==> src/rtl/mem_access_unit_pkg.sv <==
// Shared types and helpers for the memory access unit: FSM states, access sizes,
// the captured request record and the lane/enable helpers used on the bus side.
package mem_access_unit_pkg;

  typedef enum logic [1:0] {
    ST_IDLE = 2'd0,
    ST_REQ  = 2'd1,
    ST_DONE = 2'd2
  } state_e;

  localparam logic [1:0] SZ_BYTE = 2'd0;
  localparam logic [1:0] SZ_HALF = 2'd1;
  localparam logic [1:0] SZ_WORD = 2'd2;
  localparam logic [1:0] SZ_RSVD = 2'd3;

  localparam int TIMEOUT_CYC_DEF = 16;

  typedef struct packed {
    logic        rw;
    logic [1:0]  size;
    logic        sign_ext;
    logic [31:0] addr;
    logic [31:0] wdata;
  } mem_req_t;

  function automatic logic align_ok(input logic [1:0] size, input logic [1:0] lo);
    case (size)
      SZ_BYTE: return 1'b1;
      SZ_HALF: return ~lo[0];
      SZ_WORD: return (lo == 2'b00);
      default: return 1'b0;
    endcase
  endfunction

  function automatic logic [3:0] byte_en(input logic [1:0] size, input logic [1:0] lo);
    case (size)
      SZ_BYTE: return 4'b0001 << lo;
      SZ_HALF: return lo[1] ? 4'b1100 : 4'b0011;
      default: return 4'b1111;
    endcase
  endfunction

  // Store data is replicated across all lanes; the byte enables pick the lane.
  function automatic logic [31:0] lane_rep(input logic [1:0] size, input logic [31:0] wdata);
    case (size)
      SZ_BYTE: return {4{wdata[7:0]}};
      SZ_HALF: return {2{wdata[15:0]}};
      default: return wdata;
    endcase
  endfunction

endpackage

==> src/rtl/mem_access_unit_load_align.sv <==
// Load alignment: selects the addressed byte/halfword lane of the raw read word
// and zero- or sign-extends it to 32 bits. Words pass through untouched.
module load_align
  import mem_access_unit_pkg::*;
(
  input  logic [31:0] rdata_i,
  input  logic [1:0]  lo_i,
  input  logic [1:0]  size_i,
  input  logic        sign_ext_i,
  output logic [31:0] data_o
);

  logic [7:0]  lane_b;
  logic [15:0] lane_h;

  always_comb begin
    lane_b = rdata_i[{lo_i, 3'b000} +: 8];
    lane_h = lo_i[1] ? rdata_i[31:16] : rdata_i[15:0];
    case (size_i)
      SZ_BYTE: data_o = {{24{sign_ext_i & lane_b[7]}}, lane_b};
      SZ_HALF: data_o = {{16{sign_ext_i & lane_h[15]}}, lane_h};
      default: data_o = rdata_i;
    endcase
  end

endmodule

==> src/rtl/mem_access_unit.sv <==
// Memory access unit: turns a one-cycle load/store strobe into a single bus
// transaction with alignment checking, ack timeout and aligned load return.
module mem_access_unit
  import mem_access_unit_pkg::*;
#(
  parameter int TIMEOUT_CYC = TIMEOUT_CYC_DEF
) (
  input  logic        clk_i,
  input  logic        rst_ni,
  input  logic        start_i,
  input  logic        rw_i,
  input  logic [1:0]  size_i,
  input  logic        sign_ext_i,
  input  logic [31:0] addr_i,
  input  logic [31:0] wdata_i,
  output logic [31:0] mem_addr_o,
  output logic [31:0] mem_wdata_o,
  output logic [3:0]  mem_be_o,
  output logic        mem_req_o,
  output logic        mem_we_o,
  input  logic        mem_ack_i,
  input  logic [31:0] mem_rdata_i,
  output logic [31:0] dy_o,
  output logic        done_o,
  output logic        busy_o,
  output logic        misalign_o,
  output logic        timeout_o
);

  localparam logic [7:0] TMO = 8'(TIMEOUT_CYC);

  state_e      state_q, state_d;
  mem_req_t    req_q, req_d;
  logic [7:0]  cnt_q, cnt_d;
  logic [31:0] dy_q, dy_d;
  logic        mis_q, mis_d;
  logic        tmo_q, tmo_d;
  logic [31:0] ld_data;

  load_align u_load_align (
    .rdata_i   (mem_rdata_i),
    .lo_i      (req_q.addr[1:0]),
    .size_i    (req_q.size),
    .sign_ext_i(req_q.sign_ext),
    .data_o    (ld_data)
  );

  always_ff @(posedge clk_i or negedge rst_ni) begin
    if (!rst_ni) begin
      state_q <= ST_IDLE;
      req_q   <= '0;
      cnt_q   <= '0;
      dy_q    <= '0;
      mis_q   <= 1'b0;
      tmo_q   <= 1'b0;
    end else begin
      state_q <= state_d;
      req_q   <= req_d;
      cnt_q   <= cnt_d;
      dy_q    <= dy_d;
      mis_q   <= mis_d;
      tmo_q   <= tmo_d;
    end
  end

  always_comb begin
    state_d = state_q;
    req_d   = req_q;
    cnt_d   = cnt_q;
    dy_d    = dy_q;
    mis_d   = 1'b0;
    tmo_d   = 1'b0;
    case (state_q)
      ST_IDLE: begin
        if (start_i) begin
          // Misaligned requests never reach the bus; they report straight from DONE.
          if (align_ok(size_i, addr_i[1:0])) begin
            req_d   = '{rw: rw_i, size: size_i, sign_ext: sign_ext_i,
                        addr: addr_i, wdata: wdata_i};
            cnt_d   = '0;
            state_d = ST_REQ;
          end else begin
            mis_d   = 1'b1;
            state_d = ST_DONE;
          end
        end
      end
      ST_REQ: begin
        if (mem_ack_i) begin
          if (!req_q.rw) dy_d = ld_data;
          state_d = ST_DONE;
        end else if (cnt_q + 8'd1 == TMO) begin
          tmo_d   = 1'b1;
          state_d = ST_DONE;
        end else begin
          cnt_d = cnt_q + 8'd1;
        end
      end
      ST_DONE: state_d = ST_IDLE;
      default: state_d = ST_IDLE;
    endcase
  end

  assign mem_req_o   = (state_q == ST_REQ);
  assign mem_we_o    = mem_req_o & req_q.rw;
  assign mem_be_o    = mem_req_o ? byte_en(req_q.size, req_q.addr[1:0]) : 4'b0000;
  assign mem_addr_o  = {req_q.addr[31:2], 2'b00};
  assign mem_wdata_o = lane_rep(req_q.size, req_q.wdata);
  assign dy_o        = dy_q;
  assign done_o      = (state_q == ST_DONE);
  assign busy_o      = (state_q != ST_IDLE);
  assign misalign_o  = mis_q;
  assign timeout_o   = tmo_q;

endmodule

==> config.mk <==
export PLATFORM = sky130hd
export DESIGN_NAME = mem_access_unit
export DESIGN_NICKNAME = d
export VERILOG_FILES = /design/src/rtl/mem_access_unit_pkg.sv /design/src/rtl/mem_access_unit_load_align.sv /design/src/rtl/mem_access_unit.sv
export SDC_FILE = /design/constraint.sdc
export NUM_CORES = 1
export LEC_CHECK = 0
export ABC_AREA = 1
export CAP_MARGIN = 20
export CORE_MARGIN = 1
export CORE_UTILIZATION = 55
export CTS_BUF_LIST = sky130_fd_sc_hd__clkbuf_2
export CTS_CLUSTER_DIAMETER = 80
export CTS_CLUSTER_SIZE = 14
export DETAILED_ROUTE_END_ITERATION = 8
export DONT_BUFFER_PORTS = 1
export GPL_ROUTABILITY_DRIVEN = 0
export GPL_TIMING_DRIVEN = 0
export HOLD_SLACK_MARGIN = 0.1
export PLACE_DENSITY = 0.67
export SLEW_MARGIN = 20
export SYNTH_ARGS = -nofsm -noshare
export SYNTH_HDL_FRONTEND = slang
export SYNTH_HIERARCHICAL = 1
export SYNTH_SLANG_ARGS = --single-unit
==> constraint.sdc <==
create_clock -name clk_i -period 2.1 [get_ports clk_i]
set_input_delay 0.21 -clock clk_i [delete_from_list [all_inputs] [get_ports clk_i]]
set_output_delay 0.21 -clock clk_i [all_outputs]
set_load 0.03 [all_outputs]
==> flow_metrics.py <==
metrics = {
    "logic_synthesis": {
        "yosys_register_bits": 112,
        "yosysSeqAreaShare": 0.4680,
        "synth_area_sq_um": 5988,
        "syn-instance-count": 622,
        "ys_warn_count": 6,
        "synthDistinctLibCells": 36,
        "synth_area_per_cell_sq_um": 9.627,
    },
    "setup_path": {
        "cp-end-kind": "output pin",
        "critical_path_class": "flip-flop to output pin",
        "regToRegSetupSlack_ps": 20,
        "cpMaxStageDelayCell": "dfrtp_1",
        "cp.arrival_ps": 1990,
        "start_kind": "flip-flop",
        "cpMostUsedCell": "nor2_4",
        "crit_fanout": 6,
        "crit_chain": "nor2_4 -> clkinvlp_4 -> nor2_4",
        "regToRegStartpoint": "state_q[1]",
        "required_ps": 1890,
        "worst_path_largest_cell_delay_ps": 480,
        "reg2reg_depth": 10,
        "r2r_end": "cnt_q[0]",
    },
    "clocking": {
        "holdBufCountCts": 103,
        "cts.sinks": 112,
        "clk_pin_slew_ps": 320,
        "cts_tree": "done",
        "insertion_delay_ps": 650,
        "h-tree-depth": 3,
        "cts-root-buf": "clkbuf_2",
        "numCtsBuffers": 9,
        "clockBufferDepth": 2,
    },
    "sta": {
        "finalSetupViolCount": 9,
        "clock_skew_ps": 28.91,
        "worst_slack_ps": -96.45,
        "hold_viol_final": 112,
        "drv_slew": 0,
        "hold_slack_ps": -789.1,
        "final.setup.tns_ps": -435.2,
        "timing.final.crit_share": 1.046,
        "fin_crit_ps": 2196,
        "rsz0062_at_grt": "true",
        "relSlewSlack": 0.4824,
        "worstMarginPinSlew_ps": 773.1,
        "timing.fmax_mhz": 455.3,
    },
    "detailed_routing": {
        "routed_via_density": 5.477,
        "wirelength_microns": 16330,
        "drtAntennaViolNets": 0,
        "drt_iter0_markers": 270,
        "drt-pass1-iter-count": 5,
        "wire_per_inst_microns": 18.29,
        "vias": 4891,
        "drc": 0,
    },
    "die": {
        "die_height_microns": 106.3,
        "io_pins": 210,
        "fp-row-count": 37,
        "core_area_sq_um": 10460,
        "die_area_sq_um": 11310,
        "initial_core_util": 0.5724,
        "die_width_microns": 106.3,
    },
    "global_route": {
        "antenna_found_initial": 0,
        "grt_pass1_vias": 5093,
        "grt_start_max_net_pins": 113,
        "grt_util_all_layers": 0.2958,
        "grt_pass1_wl_microns": 25610,
        "globalRouteOverflowTotal": 0,
    },
    "cells_and_area": {
        "seq_area_sq_um": 2805,
        "finalNetCount": 859,
        "final_core_util": 0.7395,
        "syn_to_final_growth_pct": 29.21,
        "multi_input_area_sq_um": 2840,
        "drive_above_1_share": 0.3554,
        "diodes": 0,
        "final_cells": 893,
        "num-fill-cells": 711,
    },
    "power_and_ir_drop": {
        "vdd_drop_max_uv": 1203,
        "p_leak_nw": 3.718,
        "p_per_area_nw_per_um2": 1610,
        "power_mw": 12.46,
    },
    "placed_design": {
        "dp_cells": 759,
        "portBuffers": 0,
        "hpwl_microns": 10230,
    },
    "run_status": {
        "violations": "negative hold slack, negative setup slack",
        "status": "finished with violations",
    },
    "worst_hold_path": {
        "min_path_type": "input port to asynchronous set/reset pin",
    },
    "flow_run": {
        "drv_cap": 0,
    },
}
synth_stat cells (all sizes together):
master	n	area, sq um
ha	2	25.02
inv	36	142.6
or2	7	43.80
clkbuf	7	26.28
nand3	45	307.8
nand2	180	705.7
conb	1	3.750
nand4	2	12.51
buf	60	455.4
dfrtp	112	2803
o21ai	14	70.06
and2	7	51.31
o211ai	12	90.09
nor2	28	135.1
mux2	90	1013
a21oi	16	80.08
a22oi	2	15.01
nand3b	1	7.510
kinds of logic (layout without fill, tap and decap cells):
group | Yosys count | after routing | synth area share
other | 1 | 2 | 0.0006262
adders and majority gates | 2 | 2 | 0.004178
and+or+nand+nor | 270 | 270 | 0.2110
AOI/OAI and AO/OA | 44 | 44 | 0.04262
muxes | 90 | 90 | 0.1692
buffers and inverters | 103 | 237 | 0.1043
DFF | 112 | 112 | 0.4680
final cells by class:
| type | instances | share of cell area |
|---|---|---|
| multi-input combinational | 408 | 0.3671 |
| sequential | 112 | 0.3625 |
| inverter | 36 | 0.01924 |
| buffer | 64 | 0.06371 |
| tap | 136 | 0.02199 |
| timing repair buffer | 122 | 0.1543 |
| clock inverter | 4 | 0.004043 |
| clock buffer | 11 | 0.007115 |
report_power, final:
part	total, mW	internal (mW)	switching, mW	leakage [nW]
registers	4.50	3.13	1.38	1.38
clock network	0.916	0.167	0.749	0.0576
logic	7.04	2.70	4.34	2.28
critical path, delay by kind of cell, from the launching register on:
kind | cells | cell delay (ps)
buf+inv | 1 | 230
simple gates | 2 | 650
flops | 1 | 480
worst max path at each step:
stage                     from         endpoint  cells past startpoint
detailed placement   req_q[66]  mem_wdata_o[15]                      4
global placement     req_q[66]  mem_wdata_o[15]                      4
finish              state_q[1]         mem_we_o                      3
CTS                  req_q[66]  mem_wdata_o[31]                      3
global route        state_q[1]         mem_we_o                      3
floorplan            req_q[66]  mem_wdata_o[13]                      4
sequential cells by signal, indices dropped and copies added, names as in the netlist:
name / flops
timeout_o: 1
mem_addr_o: 30
cnt_q: 8
state_q: 2
dy_o: 32
req_q: 38
misalign_o: 1
metal layers:
| layer | global-route usage | wire [microns] | part of all wire | vias up |
|---|---|---|---|---|
| li1 | - | - | - | 2249 |
| met5 | 0 | 0 | 0 | - |
| met1 | 0.3384 | 6240 | 0.38 | 2334 |
| met3 | 0.06499 | 1089 | 0.067 | 65 |
| met4 | 0.1865 | 812 | 0.050 | 0 |
| met2 | 0.5009 | 8190 | 0.50 | 243 |
metrics by stage:
step | setup WS [ps] | area, sq um
floorplan | 250.8 | 5992
global placement | -219.3 | 6162
detailed placement | -224.9 | 6162
CTS | -119.2 | 7498
global route | -198.0 | 7737
finish | -96.45 | 7737
cell usage in the layout (no fill, tap or decap), types with 3 or more instances in the layout:
cell | netlist | layout
clkbuf_2 | 0 | 11
nand2_1 | 172 | 148
and2_4 | 3 | 3
nand2_2 | 6 | 22
nand3_1 | 30 | 27
o21ai_1 | 5 | 6
buf_8 | 3 | 5
nor2_4 | 3 | 6
nand3_4 | 1 | 4
a21oi_1 | 16 | 12
inv_1 | 32 | 27
a21oi_4 | 0 | 4
dlygate4sd3_1 | 0 | 103
buf_6 | 3 | 5
inv_2 | 3 | 6
nand2_4 | 2 | 10
or2_1 | 3 | 3
o211ai_1 | 12 | 12
or2_2 | 3 | 3
buf_2 | 10 | 10
nor2_1 | 22 | 18
nand3_2 | 14 | 14
o21ai_4 | 0 | 6
nor2_2 | 3 | 4
dfrtp_1 | 112 | 110
mux2_2 | 88 | 88
and2_0 | 3 | 3
clkbuf_1 | 7 | 3
buf_4 | 43 | 59
timing repair:
item                                   CTS  global route
gates resized for setup                 43            48
setup endpoints to repair               29            66
buffers inserted                        12             7
pin swaps                                8            12
endpoints found under the hold margin  224           112
Power figures use the tool's default switching activity.
